### src/rtl/cordic_cmd_sequencer.sv
// cordic_cmd_sequencer
// Queues CORDIC commands in a small FIFO and issues them one at a time to the
// calculator: one-cycle enable pulse, wait for a rising edge on done, then
// hand the result out on a valid/ready response port.
// Illegal op codes (10..15) are answered with an error response and never
// reach the calculator.
// Optional build macro: CORDIC_SEQ_TIMEOUT_EN adds a WAIT watchdog of
// TIMEOUT_CYCLES cycles that turns a missing done into an error response.
module cordic_cmd_sequencer #(
  parameter int WIDTH          = 32,
  parameter int DEPTH          = 4,
  parameter int TIMEOUT_CYCLES = 64
) (
  input  logic                   clk,
  input  logic                   rst_n,
  input  logic                   cmd_valid,
  output logic                   cmd_ready,
  input  logic [3:0]             cmd_op,
  input  logic [WIDTH-1:0]       cmd_x,
  input  logic [WIDTH-1:0]       cmd_y,
  input  logic [WIDTH-1:0]       cmd_z,
  output logic                   rsp_valid,
  input  logic                   rsp_ready,
  output logic [WIDTH-1:0]       rsp_data,
  output logic [3:0]             rsp_op,
  output logic                   rsp_err,
  output logic                   cordic_enable,
  output logic [3:0]             cordic_operation,
  output logic [WIDTH-1:0]       cordic_x,
  output logic [WIDTH-1:0]       cordic_y,
  output logic [WIDTH-1:0]       cordic_z,
  input  logic [WIDTH-1:0]       cordic_result,
  input  logic                   cordic_done,
  output logic                   busy,
  output logic [$clog2(DEPTH):0] fifo_count
);

  localparam int AW = $clog2(DEPTH);
  localparam int CW = AW + 1;
  localparam int EW = 4 + 3 * WIDTH;

  typedef enum logic [1:0] {
    ST_IDLE,
    ST_ISSUE,
    ST_WAIT,
    ST_RESP
  } state_t;

  state_t           state_reg;
  logic [EW-1:0]    fifo_mem [DEPTH];
  logic [AW-1:0]    wr_ptr_reg;
  logic [AW-1:0]    rd_ptr_reg;
  logic [CW-1:0]    count_reg;
  logic             done_d_reg;
  logic             push;
  logic             pop;
  logic             done_edge;
  logic             timeout_hit;
  logic [3:0]       head_op;
  logic [WIDTH-1:0] head_x;
  logic [WIDTH-1:0] head_y;
  logic [WIDTH-1:0] head_z;

  // Readiness comes from the registered count only, so a full FIFO refuses a
  // push even in a cycle where the FSM pops.
  assign cmd_ready  = (count_reg < CW'(DEPTH));
  assign push       = cmd_valid & cmd_ready;
  assign pop        = (state_reg == ST_IDLE) && (count_reg != '0);
  assign {head_op, head_x, head_y, head_z} = fifo_mem[rd_ptr_reg];
  assign fifo_count = count_reg;
  assign busy       = (state_reg != ST_IDLE) || (count_reg != '0);
  // Only a fresh 0->1 transition counts, so a done left high by the previous
  // command cannot complete the current one.
  assign done_edge  = cordic_done & ~done_d_reg;

  // Command storage: plain array, no reset, so it maps onto RAM.
  always_ff @(posedge clk) begin
    if (push) begin
      fifo_mem[wr_ptr_reg] <= {cmd_op, cmd_x, cmd_y, cmd_z};
    end
  end

  // FIFO pointers (wrap naturally, DEPTH is a power of two) and occupancy.
  always_ff @(posedge clk or negedge rst_n) begin
    if (!rst_n) begin
      wr_ptr_reg <= '0;
      rd_ptr_reg <= '0;
      count_reg  <= '0;
    end else begin
      if (push) wr_ptr_reg <= wr_ptr_reg + 1'b1;
      if (pop)  rd_ptr_reg <= rd_ptr_reg + 1'b1;
      case ({push, pop})
        2'b10:   count_reg <= count_reg + 1'b1;
        2'b01:   count_reg <= count_reg - 1'b1;
        default: count_reg <= count_reg;
      endcase
    end
  end

  // Registered copy of done for edge detection.
  always_ff @(posedge clk or negedge rst_n) begin
    if (!rst_n) begin
      done_d_reg <= 1'b0;
    end else begin
      done_d_reg <= cordic_done;
    end
  end

`ifdef CORDIC_SEQ_TIMEOUT_EN
  localparam int TW = $clog2(TIMEOUT_CYCLES + 1);
  logic [TW-1:0] wait_cnt_reg;

  // The counter is 0 in the first WAIT cycle, so matching TIMEOUT_CYCLES-1
  // leaves WAIT after exactly TIMEOUT_CYCLES cycles without a done edge.
  assign timeout_hit = (state_reg == ST_WAIT) && !done_edge &&
                       (wait_cnt_reg == TW'(TIMEOUT_CYCLES - 1));

  // WAIT cycle counter: cleared while issuing, counts every WAIT cycle.
  always_ff @(posedge clk or negedge rst_n) begin
    if (!rst_n) begin
      wait_cnt_reg <= '0;
    end else if (state_reg == ST_ISSUE) begin
      wait_cnt_reg <= '0;
    end else if (state_reg == ST_WAIT) begin
      wait_cnt_reg <= wait_cnt_reg + 1'b1;
    end
  end
`else
  // Without the watchdog WAIT is unbounded; TIMEOUT_CYCLES has no effect.
  assign timeout_hit = 1'b0;
  if (TIMEOUT_CYCLES < 1) begin : g_timeout_unused
  end
`endif

  // Main sequencer: pop, issue, wait for done edge, present response.
  always_ff @(posedge clk or negedge rst_n) begin
    if (!rst_n) begin
      state_reg        <= ST_IDLE;
      cordic_enable    <= 1'b0;
      cordic_operation <= 4'hF;
      cordic_x         <= '0;
      cordic_y         <= '0;
      cordic_z         <= '0;
      rsp_valid        <= 1'b0;
      rsp_data         <= '0;
      rsp_op           <= '0;
      rsp_err          <= 1'b0;
    end else begin
      case (state_reg)
        ST_IDLE: begin
          cordic_enable <= 1'b0;
          if (pop) begin
            rsp_op <= head_op;
            if (head_op <= 4'd9) begin
              cordic_operation <= head_op;
              cordic_x         <= head_x;
              cordic_y         <= head_y;
              cordic_z         <= head_z;
              cordic_enable    <= 1'b1;
              state_reg        <= ST_ISSUE;
            end else begin
              rsp_data  <= '0;
              rsp_err   <= 1'b1;
              rsp_valid <= 1'b1;
              state_reg <= ST_RESP;
            end
          end
        end
        ST_ISSUE: begin
          cordic_enable <= 1'b0;
          state_reg     <= ST_WAIT;
        end
        ST_WAIT: begin
          if (done_edge || timeout_hit) begin
            rsp_data         <= done_edge ? cordic_result : '0;
            rsp_err          <= ~done_edge;
            rsp_valid        <= 1'b1;
            cordic_operation <= 4'hF;
            cordic_x         <= '0;
            cordic_y         <= '0;
            cordic_z         <= '0;
            state_reg        <= ST_RESP;
          end
        end
        ST_RESP: begin
          if (rsp_ready) begin
            rsp_valid <= 1'b0;
            state_reg <= ST_IDLE;
          end
        end
        default: state_reg <= ST_IDLE;
      endcase
    end
  end

endmodule

### config.mk
export PLATFORM = sky130hd
export DESIGN_NAME = cordic_cmd_sequencer
export DESIGN_NICKNAME = d
export VERILOG_FILES = /design/src/rtl/cordic_cmd_sequencer.sv
export SDC_FILE = /design/constraint.sdc
export NUM_CORES = 1
export LEC_CHECK = 0
export BUFFER_PORTS_ARGS = -buffer_cell sky130_fd_sc_hd__buf_2
export CORE_MARGIN = 2
export CORE_UTILIZATION = 60
export CTS_CLUSTER_SIZE = 40
export DETAILED_ROUTE_END_ITERATION = 12
export PLACE_DENSITY_LB_ADDON = 0.3
export SYNTH_ARGS = -nofsm -noshare
export SYNTH_HDL_FRONTEND = slang
export SYNTH_SLANG_ARGS = --single-unit
### constraint.sdc
create_clock -name clk -period 7.1 [get_ports clk]
set_clock_uncertainty 0.15 [all_clocks]
set_input_delay 0.71 -clock clk [delete_from_list [all_inputs] [get_ports clk]]
set_output_delay 0.71 -clock clk [all_outputs]
set_load 0.005 [all_outputs]
==> results_dict.tcl <==
set metrics [dict create \
    outcome "complete, no violations" \
    synth_top_family_by_area "multiplexers" \
    start_util_pct 60.79 \
    path_clk_slew_ns 0.06 \
    drtIter0Drc 732 \
    ys_warn_count 0 \
    syn_inst 1171 \
    dieWidth_um 191.1 \
    met2_usage_pct 41.75 \
    max_freq_mhz 256.9 \
    multi_input_area_um2 4857 \
    portBuffers 280 \
    postCtsHoldBufs 0 \
    synthSimpleGateAreaFrac_pct 4.368 \
    root_buffer "clkbuf_16" \
    slew_headroom_pct 15.03 \
    grt_pass1_vias 11910 \
    core_area_um2 34540 \
    clock-sinks 549 \
    grt_use_met1_pct 33.15 \
    grt_pass1_wl_mm 68.76 \
    gp_congestion 0.7742 \
    finalSetupTns_ns 0 \
    vias_per_cell 5.883 \
    syn_area_per_cell_um2 17.93 \
    met3_usage_pct 6.224 \
    endpoint_kind "flop" \
    cts_resized 0 \
    max-vdd-ir-drop_mv 0.2869 \
    setup_viol 0 \
    wire_per_inst_um 23.25 \
    min_period_over_period_pct 54.83 \
    drc 0 \
    largest_reg_flops 400 \
    drive_gt1_share_pct 33.38 \
    yosys-top-cells-count "edfxtp_1, o21ai_0, dfrtp_1" \
    cts_setup_buffers 0 \
    wl_mm 45.30 \
    synth_xor_area_share_pct 0.2503 \
    p_per_area_nw_per_um2 425.2 \
    rsz0062_at_grt "false" \
    via_count 11460 \
    hp-class "in2async" \
    synth-seq-cells 549 \
    yosysTopAreaCell "edfxtp_1" \
    async_flop_share_pct 27.14 \
    crit_arrival_ns 4.13 \
    syn2layout_area_growth_pct 17.13 \
    synth.top_cell.area_share_pct 57.20 \
    worstPathMaxFanout 37 \
    synth_cell_types 40 \
    dr.pass1.iters 4 \
    insertion_delay_ns 0.57 \
    dieArea_um2 36510 \
    num_rows 68 \
    regMostFlops "fifo_mem" \
    ant_nets 0 \
    busiest_layer "met2" \
    synthTopCellsByArea "edfxtp_1, dfrtp_1, mux4_2, o21ai_0, nand2b_1" \
    regArea_um2 15750 \
    synth_area_um2 21000 \
    hold_viol_final 0 \
    synth_mux_area_share_pct 10.87 \
    setup.worst_path.start_class "flop" \
    synth_compound_area_share_pct 6.745 \
    overflow 0 \
    cts_buffer_depth 3 \
    grt_max_degree 102 \
    cts_buffers 54 \
    synthAdderAreaFrac_pct 0.7508 \
    tightest_slew_ns 1.273 \
    period_minus_slack_ns 3.893 \
    ys_seq_area_share_pct 74.98 \
    dp.final_hpwl_mm 25.27 \
    syn-num-nets 1320 \
    power_leakage_nw 9.234 \
    h-tree-depth 2 \
    max-cap-violations 0 \
    die_y_um 191.1 \
    cp.required_ns 7.34 \
    cts_tree "done" \
    drv_slew 0 \
    synth_edf_count 400 \
    antenna_found_initial 13 \
    fill_cells 2219 \
    nNetsFinal 1590 \
    path_class "reg2reg" \
    ys.flop_type "edfxtp_1" \
    utilization_pct 71.20 \
    synth_most_common_cell "edfxtp_1" \
    gr-usage-all-layers_pct 25.14 \
    io_pins 281 \
]
## report_power, final
group          switching [mW]  internal [mW]
sequential              0.392           4.16
combinational            1.71           1.30
clock                    1.15           1.75
## path summary, 6_finish.rpt
kind                                startpoint             endpoint  slack [ns]  cells after the start
max                              rd_ptr_reg[0]         rsp_data[16]        3.21                      5
min                                      rst_n         cordic_z[11]      0.0009                      1
max reg2reg                      rd_ptr_reg[0]         rsp_data[16]        3.21                      5
min reg2reg                cordic_operation[3]  cordic_operation[3]        0.33                      2
max in group asynchronous                rst_n        rd_ptr_reg[0]        5.17                      2
min in group clk                   cordic_done           done_d_reg        0.16                      1
## critical path, cell delays in order (launching register included)
cell and delay [ns]:
dfrtp_4 0.84, buf_4 0.73, mux4_2 0.67, o21a_2 0.19
nor2_2 0.96, o2bb2ai_1 0.15
## layer usage
layer / vias to the layer above / share of wire (%)
li1: 5070 / -
met1: 5920 / 40
met2: 368 / 50
met3: 86 / 7.1
met4: 16 / 2.4
met5: - / 0.23
## per-stage QoR
stage / hold WS (ns) / setup WS (ns) / power [mW] / area (um^2) / cells
3_3_place_gp: 0.3015 / 3.199 / 7.544 / 22740 / 1840
6_report: 0.0009230 / 3.207 / 10.46 / 24600 / 1948
4_1_cts: 0.04323 / 3.139 / 10.57 / 24580 / 1941
3_5_place_dp: 0.3192 / 3.164 / 7.652 / 22740 / 1840
5_1_grt: 0.05266 / 2.925 / 11.00 / 24580 / 1943
2_1_floorplan: 0.2644 / 3.085 / 6.602 / 21000 / 1171
## layout by cell type, fill, tap and decap left out, types with 4 or more instances in the layout
cell type and n:
o21ai_0 174, nand2b_1 98, clkinv_2 8, buf_4 12
buf_2 279, ha_1 10, clkbuf_8 12, clkbuf_16 56
o2bb2ai_1 32, dfstp_2 4, dfrtp_1 143, mux4_2 100
clkbuf_1 13, nand3_1 32, o21ai_1 28, clkinv_1 5
and2_4 4, xnor2_1 5, diode_2 7, inv_1 16
bufinv_16 5, nand2_1 15, edfxtp_1 400, nor2_1 6
## logic make-up after synthesis
group                      Yosys count
buffers and inverters               94
AOI/OAI and AO/OA                  247
xor gates and xnor gates             6
and+or+nand+nor                    160
adders and majority gates           12
muxes                              103
DFF                                549
## layout make-up
cell class	instances	area share, %
Inverter	16	0.2442
Tap cell	455	2.315
Antenna cell	7	0.07122
Clock inverter	20	0.9207
Multi-Input combinational cell	528	19.75
Sequential cell	549	64.05
Clock buffer	81	6.567
Timing Repair Buffer	292	6.089
No activity file was read; power rests on OpenSTA's default activity.
